$ cat src/rtl/systolic_job_scheduler.sv
// systolic_job_scheduler
//   Shares one systolic matrix-multiply array among NUM_REQ requesters.
//   A round-robin arbiter accepts one job at a time in IDLE and latches its
//   operands. The FSM then pulses the array reset for one cycle and holds the
//   array start for ARR_LAT cycles. It captures the array result and offers it
//   on a single tagged response channel.
//
// Ports
//   clk, reset_n               clock, asynchronous active-low reset
//   req_valid / req_ready      per-requester request / one-hot accept pulse
//   req_a, req_b               per-requester operand matrices
//   rsp_valid / rsp_ready      response handshake
//   rsp_id, rsp_c              owner of the result, result matrix
//   arr_reset, arr_start       array control pins
//   arr_matrix_a/b, arr_matrix_c  operands to the array, result from the array
//   busy                       FSM not in IDLE
//   jobs_done                  completed-response counter (wraps)

module systolic_job_scheduler #(
  parameter int NUM_REQ    = 4,
  parameter int N          = 3,
  parameter int DATA_WIDTH = 16,
  parameter int ARR_LAT    = 2*N+1,
  localparam int IDW       = (NUM_REQ > 1) ? $clog2(NUM_REQ) : 1,
  localparam int CNTW      = (ARR_LAT > 1) ? $clog2(ARR_LAT) : 1
) (
  input  logic                                               clk,
  input  logic                                               reset_n,
  input  logic [NUM_REQ-1:0]                                 req_valid,
  output logic [NUM_REQ-1:0]                                 req_ready,
  input  logic [NUM_REQ-1:0][N-1:0][N-1:0][DATA_WIDTH-1:0]   req_a,
  input  logic [NUM_REQ-1:0][N-1:0][N-1:0][DATA_WIDTH-1:0]   req_b,
  output logic                                               rsp_valid,
  input  logic                                               rsp_ready,
  output logic [IDW-1:0]                                     rsp_id,
  output logic [N-1:0][N-1:0][DATA_WIDTH-1:0]                rsp_c,
  output logic                                               arr_reset,
  output logic                                               arr_start,
  output logic [N-1:0][N-1:0][DATA_WIDTH-1:0]                arr_matrix_a,
  output logic [N-1:0][N-1:0][DATA_WIDTH-1:0]                arr_matrix_b,
  input  logic [N-1:0][N-1:0][DATA_WIDTH-1:0]                arr_matrix_c,
  output logic                                               busy,
  output logic [15:0]                                        jobs_done
);

  typedef enum logic [1:0] {
    S_IDLE    = 2'd0,
    S_ARR_RST = 2'd1,
    S_RUN     = 2'd2,
    S_RSP     = 2'd3
  } state_t;

  state_t                                 state_q, state_d;
  logic [IDW-1:0]                         ptr_q, ptr_d;
  logic [CNTW-1:0]                        run_cnt_q, run_cnt_d;
  logic [IDW-1:0]                         rsp_id_q, rsp_id_d;
  logic [N-1:0][N-1:0][DATA_WIDTH-1:0]    rsp_c_q, rsp_c_d;
  logic [N-1:0][N-1:0][DATA_WIDTH-1:0]    mat_a_q, mat_a_d;
  logic [N-1:0][N-1:0][DATA_WIDTH-1:0]    mat_b_q, mat_b_d;
  logic [15:0]                            jobs_done_q, jobs_done_d;

  logic                                   grant_found;
  logic [IDW-1:0]                         grant_idx;
  int unsigned                            scan_pos;

  // Round-robin scan starting at ptr; the position is wrapped by subtraction
  // so NUM_REQ need not be a power of two.
  always_comb begin
    grant_found = 1'b0;
    grant_idx   = '0;
    scan_pos    = 0;
    for (int unsigned i = 0; i < NUM_REQ; i++) begin
      scan_pos = 32'(ptr_q) + i;
      if (scan_pos >= NUM_REQ) scan_pos = scan_pos - NUM_REQ;
      if (!grant_found && req_valid[IDW'(scan_pos)]) begin
        grant_found = 1'b1;
        grant_idx   = IDW'(scan_pos);
      end
    end
  end

  // The accept pulse is the only output with a combinational path from inputs.
  always_comb begin
    req_ready = '0;
    if (state_q == S_IDLE && grant_found) req_ready[grant_idx] = 1'b1;
  end

  always_comb begin
    state_d     = state_q;
    ptr_d       = ptr_q;
    run_cnt_d   = run_cnt_q;
    rsp_id_d    = rsp_id_q;
    rsp_c_d     = rsp_c_q;
    mat_a_d     = mat_a_q;
    mat_b_d     = mat_b_q;
    jobs_done_d = jobs_done_q;
    case (state_q)
      S_IDLE: begin
        if (grant_found) begin
          mat_a_d  = req_a[grant_idx];
          mat_b_d  = req_b[grant_idx];
          rsp_id_d = grant_idx;
          ptr_d    = (grant_idx == IDW'(NUM_REQ-1)) ? '0 : grant_idx + IDW'(1);
          state_d  = S_ARR_RST;
        end
      end
      S_ARR_RST: begin
        run_cnt_d = '0;
        state_d   = S_RUN;
      end
      S_RUN: begin
        if (run_cnt_q == CNTW'(ARR_LAT-1)) begin
          rsp_c_d   = arr_matrix_c;
          run_cnt_d = '0;
          state_d   = S_RSP;
        end else begin
          run_cnt_d = run_cnt_q + CNTW'(1);
        end
      end
      S_RSP: begin
        if (rsp_ready) begin
          jobs_done_d = jobs_done_q + 16'd1;
          state_d     = S_IDLE;
        end
      end
      default: state_d = S_IDLE;
    endcase
  end

  always_ff @(posedge clk or negedge reset_n) begin
    if (!reset_n) begin
      state_q     <= S_IDLE;
      ptr_q       <= '0;
      run_cnt_q   <= '0;
      rsp_id_q    <= '0;
      rsp_c_q     <= '0;
      mat_a_q     <= '0;
      mat_b_q     <= '0;
      jobs_done_q <= '0;
    end else begin
      state_q     <= state_d;
      ptr_q       <= ptr_d;
      run_cnt_q   <= run_cnt_d;
      rsp_id_q    <= rsp_id_d;
      rsp_c_q     <= rsp_c_d;
      mat_a_q     <= mat_a_d;
      mat_b_q     <= mat_b_d;
      jobs_done_q <= jobs_done_d;
    end
  end

  // Control pins are pure decodes of the state register.
  assign arr_reset    = (state_q == S_ARR_RST);
  assign arr_start    = (state_q == S_RUN);
  assign rsp_valid    = (state_q == S_RSP);
  assign busy         = (state_q != S_IDLE);
  assign rsp_id       = rsp_id_q;
  assign rsp_c        = rsp_c_q;
  assign arr_matrix_a = mat_a_q;
  assign arr_matrix_b = mat_b_q;
  assign jobs_done    = jobs_done_q;

endmodule

$ cat config.mk
export PLATFORM = sky130hd
export DESIGN_NAME = systolic_job_scheduler
export DESIGN_NICKNAME = d
export VERILOG_FILES = /design/src/rtl/systolic_job_scheduler.sv
export SDC_FILE = /design/constraint.sdc
export NUM_CORES = 1
export LEC_CHECK = 0
export CAP_MARGIN = 20
export CORE_AREA = 3 3 691 693
export CTS_CLUSTER_SIZE = 12
export DETAILED_ROUTE_END_ITERATION = 16
export DIE_AREA = 0 0 694 696
export PLACE_DENSITY = 0.3
export SLEW_MARGIN = 20
export SYNTH_ARGS = -nofsm -noshare
export SYNTH_HDL_FRONTEND = slang
export SYNTH_SLANG_ARGS = --single-unit
$ cat constraint.sdc
create_clock -name clk -period 3.5 [get_ports clk]
set_clock_uncertainty 0.1 [all_clocks]
set_input_delay 0.7 -clock clk [delete_from_list [all_inputs] [get_ports clk]]
set_output_delay 0.7 -clock clk [all_outputs]
set_load 0.005 [all_outputs]
Word-level counts from Yosys, hierarchy flattened
Cells that the tools add are included.

Register bits after elaboration: 457. Input bits: 1303. Output and inout bits: 458.

$add $sub $neg: 10. $lt $le $gt $ge: 10. Equal/unequal tests: 8. Mux-type cells: 34. Reductions and logical operators: 15.

Operators with widths (count): binary-select mux 144 bit (select 2 bit) (2); two-way mux 144 bit (2); two-way mux 2 bit (12); adder 16 x 1 -> 16 bit, second input constant (1); less-than comparator 2 x 3 -> 1 bit, second input constant (5); >= comparator 3 bit, second input constant (3); two-way mux 1 bit (9); binary-select mux 1 bit (select 2 bit) (4); case mux 2 bit (4 select lines) (1); subtractor 2 x 1 -> 2 bit, second input constant (4); adder 2 x 2 -> 3 bit, second input constant (2); == test 2 bit, second input constant (3); case mux 3 bit (2 select lines) (1); AND reduction 2 bit (3); logical AND 1 bit (5); two-way mux 4 bit (1); inequality test 2 x 1 -> 1 bit, second input constant (2); nonzero test 2 bit (2); adder 2 x 1 -> 3 bit, second input constant (1); adder 3 x 1 -> 3 bit, second input constant (1); == test 3 bit, second input constant (1); >= comparator 2 x 3 -> 1 bit, second input constant (1); zero test 1 bit (3); two-way mux 3 bit (1); other kinds (7) (7).

Logic depth before layout (Yosys ltp)
Word-level depth: 19. Mapped depth: 9.

Worst setup path after synthesis
No wires, ideal clock.

Path kind: input -> output. Start point: input port req_valid[2]. End point: output port req_ready[3]. Arrival: 2187 ps. Data required time: 2700 ps. Path slack: 513 ps. Cell stages on the path: 8. Cells stage by stage: nor2b_1 -> or4b_1 -> buf_2 -> nand2_1 -> buf_2 -> buf_2 -> ha_1 -> and2_1.

Longest elaborated chain between the ends: 17. Elaborated cells between the ends (all ways): 29. Those cells by class: order compare (2); mux (19); reduce/logical (8).

Ends and longest elaborated chain: from (decl) (RTL line 29) `input logic [NUM_REQ-1:0] req_valid,`; binary-select mux 1 bit (select 2 bit) (RTL line 75) `if (!grant_found && req_valid[IDW'(scan_pos)]) begin`; two-way mux 1 bit (not written as such) (RTL line 75); two-way mux 1 bit (RTL line 75); zero test 1 bit (RTL line 75); logical AND 1 bit (RTL line 75); two-way mux 1 bit (RTL line 75); zero test 1 bit (RTL line 75); logical AND 1 bit (RTL line 75); two-way mux 1 bit (RTL line 75); zero test 1 bit (RTL line 75); logical AND 1 bit (RTL line 75); two-way mux 2 bit (RTL line 75); less-than comparator 2 x 3 -> 1 bit (not written as such) or >= comparator 2 x 1 -> 1 bit (tied branches) (RTL line 85) `if (state_q == S_IDLE && grant_found) req_ready[grant_idx] = 1'b1;`; logical AND 1 bit (not written as such) (RTL line 85); two-way mux 1 bit (not written as such) (RTL line 85); demux 1 bit (select 2 bit) (RTL line 85); two-way mux 4 bit (*) (RTL line 85); to (decl) (RTL line 30) `output logic [NUM_REQ-1:0] req_ready,`.

Every way passes the cells marked *; elsewhere a longest branch is shown, timed or not. The select of a mux whose other input is x is not followed.

Final worst setup path
Start point: input port req_valid[0]. End point: output port req_ready[2].

The elaborated chain is that of the path after synthesis.

==> impl_metrics.json <==
{
  "status": "finished with violations",
  "violations": "setup timing",
  "cap_violations": 0,
  "port_buffers": 1760,
  "maxSlewViolCount": 0,
  "cts_made_buffers": 81,
  "syn-instance-count": 2768,
  "placed_cell_area_um2": 53600,
  "die_h_um": 696,
  "wl_per_cell_um": 33.2,
  "synth_edf_count": 0,
  "std_cell_rows": 252,
  "synth_area_leaders": "dfrtp_1 (44%), a211oi_1 (17%), and3_1 (14%), o31ai_1 (8.3%), mux2_2 (6.3%)",
  "nFillCells": 53884,
  "synth.distinct_cells": 33,
  "p_leak_nw": 21.2,
  "worstPathCellList": "dlygate4sd2_1 > nor2_1 > buf_12 > a21o_4 > buf_4 > a211oi_4 > buf_12",
  "end_kind": "output pin",
  "setup_violations": 1,
  "area_growth_pct": 115,
  "multiInputGateArea_um2": 13600,
  "cpMostUsedCell": "buf_12",
  "irDropWorstVdd_mv": 0.309,
  "fin_nets": 5907,
  "hold_viol_final": 0,
  "ys_seq_elements": 457,
  "dp_hpwl_mm": 316,
  "seqCellArea_um2": 11400,
  "avgViaCountPerCell": 3.10,
  "routed_wl_mm": 362,
  "die_area_um2": 483000,
  "p_per_area_nw_per_um2": 719,
  "fin_crit_ns": 3.53,
  "drive_gt1_share_pct": 13.5,
  "detail-route-antenna-nets": 0,
  "cts-root-buf": "clkbuf_16",
  "grt.overflow.total": 0,
  "synth_nets": 4077,
  "required_ns": 2.70,
  "vias": 33872,
  "clock_latency_ns": 0.77,
  "cts.clk_slew.worst_paths_ns": 0.05,
  "rsz0062_at_grt": "true",
  "pin_count": 1761,
  "crit_arrival_ns": 2.73,
  "yosys_warnings": 0,
  "min_path_type": "flop to flop",
  "grt_first_pass_wirelength_mm": 441,
  "clk_path_buf_depth": 4,
  "tns_ns": -0.0280,
  "hold_start": "arr_matrix_b[32]",
  "async_reset_ff_share_pct": 100,
  "synth_area_leader_cell": "dfrtp_1",
  "firstDrtPassIters": 5,
  "crit_buf_inv": 4,
  "rr_startpoint": "ptr_q[0]",
  "syn_area_per_cell_um2": 9.50,
  "h-tree-depth": 3,
  "cts.sinks": 457,
  "worstMarginPinSlew_ns": 1.12,
  "drt_iter0_drc": 2684,
  "grt_usage_pct": 14.3,
  "fin_ws_ns": -0.0280,
  "fin_area_um2": 56500,
  "critPathLaunch": "req_valid[0]",
  "synth.top_cell.area_share_pct": 43.5,
  "die_x_um": 694,
  "path_class": "input pin to output pin",
  "ys_seq_area_share_pct": 43.5,
  "start_util_pct": 5.58,
  "slowest_delay_ns": 0.57,
  "grt_pass1_vias": 34085,
  "final_util_pct": 12.0,
  "crit_family": "buffers and inverters",
  "grt_antenna_before_repair": 275,
  "cp_slowest_cell": "a211oi_4",
  "max_freq_ghz": 0.283,
  "grt_max_degree": 99,
  "worstSetupStartpointType": "input pin",
  "yosys_most_used_dff": "dfrtp_1",
  "tritoncts": "built",
  "slew_headroom_pct": 25.6,
  "globalplace.congestion": 0.973,
  "power_mw": 40.6,
  "period_share_pct": 101,
  "syn_area_um2": 26300,
  "core_um2": 471000,
  "path_max_fanout": 4,
  "drc": 0
}
## cell usage in the layout (no fill, tap or decap), types with 13 or more instances in the layout
| master | n |
|---|---|
| mux2_2 | 146 |
| diode_2 | 51 |
| clkbuf_16 | 81 |
| dfrtp_1 | 456 |
| buf_4 | 251 |
| o31ai_1 | 289 |
| clkinv_2 | 13 |
| clkbuf_1 | 17 |
| and3_1 | 576 |
| nand2_1 | 301 |
| clkdlybuf4s50_1 | 1747 |
| buf_12 | 77 |
| a211oi_1 | 568 |
## where the power goes
part	internal, mW	switching (mW)	total [mW]	leakage (nW)
registers	7.18	1.44	8.62	5.53
logic	10.3	13.6	23.9	14.5
clock network	4.69	3.41	8.11	1.23
total	22.2	18.4	40.6	21.2
## stage by stage
stage               cells  setup WS, ns  hold slack [ns]
finish              10923       -0.0280            0.372
global route        10889        -0.179            0.355
CTS                 10866        -0.300            0.288
detailed placement  10722        -0.895            0.365
global placement    10722         -2.07            0.363
floorplan            2768         0.513            0.304
## path summary, 6_finish.rpt
path                                    end  slack (ns)  cells after the start
min in group asynchronous         rsp_c[93]        0.38                      2
max reg2reg                arr_matrix_b[11]        0.21                     14
max in group asynchronous  arr_matrix_a[19]        1.65                      3
max                            req_ready[2]       -0.03                      7
min reg2reg                arr_matrix_b[32]        0.37                      2
min                        arr_matrix_b[32]        0.37                      2
## tightest hold or removal path, delay by kind of cell, from the launching register on
kind,cells,cell delay [ns]
simple gates,1,0.05
compound gates,1,0.05
flops,1,0.33
## layer usage
layer	part of all wire (%)	GRT usage, %
met5	0.30	0
met1	39	16.6
met4	1.9	2.63
met2	49	24.9
met3	9.7	5.83
## kinds of logic after synthesis
family	after synthesis	synth area share (%)
AO/OA/AOI/OAI	881	25.1
XOR/XNOR	15	0.500
adder cells (fa/ha/maj)	6	0.286
buffers and inverters	345	5.47
flip-flops	457	43.5
multiplexers	148	6.33
AND/OR/NAND/NOR	916	18.8
## layout make-up
type	instances	area share, %
Inverter	7	0.0930
Antenna cell	51	0.226
Timing Repair Buffer	2085	37.2
Clock inverter	25	0.458
Sequential cell	457	20.2
Multi-Input combinational cell	1966	24.0
Tap cell	6223	13.8
Clock buffer	109	3.97
## synth_stat cells, types with 2 or more instances
| library cell | number |
|---|---|
| and2_1 | 2 |
| buf_4 | 23 |
| ha_1 | 6 |
| clkbuf_1 | 265 |
| mux2i_1 | 2 |
| nor2b_1 | 4 |
| nand2_1 | 302 |
| buf_1 | 5 |
| a21oi_1 | 2 |
| buf_2 | 45 |
| nor2_1 | 10 |
| xnor2_1 | 11 |
| mux2_2 | 146 |
| a211oi_1 | 578 |
| o31ai_1 | 289 |
| nand4_1 | 6 |
| dfrtp_1 | 457 |
| nand3_1 | 6 |
| xor2_1 | 4 |
| inv_1 | 7 |
| a21o_1 | 2 |
| or2_2 | 2 |
| nor3_1 | 3 |
| and3_1 | 577 |
| o21ai_0 | 6 |
## state kept, by name, summed over array words and instances, names as in the netlist
| name | count |
|---|---|
| arr_matrix_a | 144 |
| rsp_c | 144 |
| rsp_id | 2 |
| run_cnt_q | 3 |
| jobs_done | 16 |
| state_q | 2 |
| arr_matrix_b | 144 |
| ptr_q | 2 |
## what timing repair did
action,4_1_cts,5_1_grt
endpoints found under the hold margin,31,0
pin swaps,8,5
buffers inserted,10,8
hold buffers,1,0
resized for setup,33,8
endpoints found under the setup margin,4,4
(Power assumes the default switching activity.)
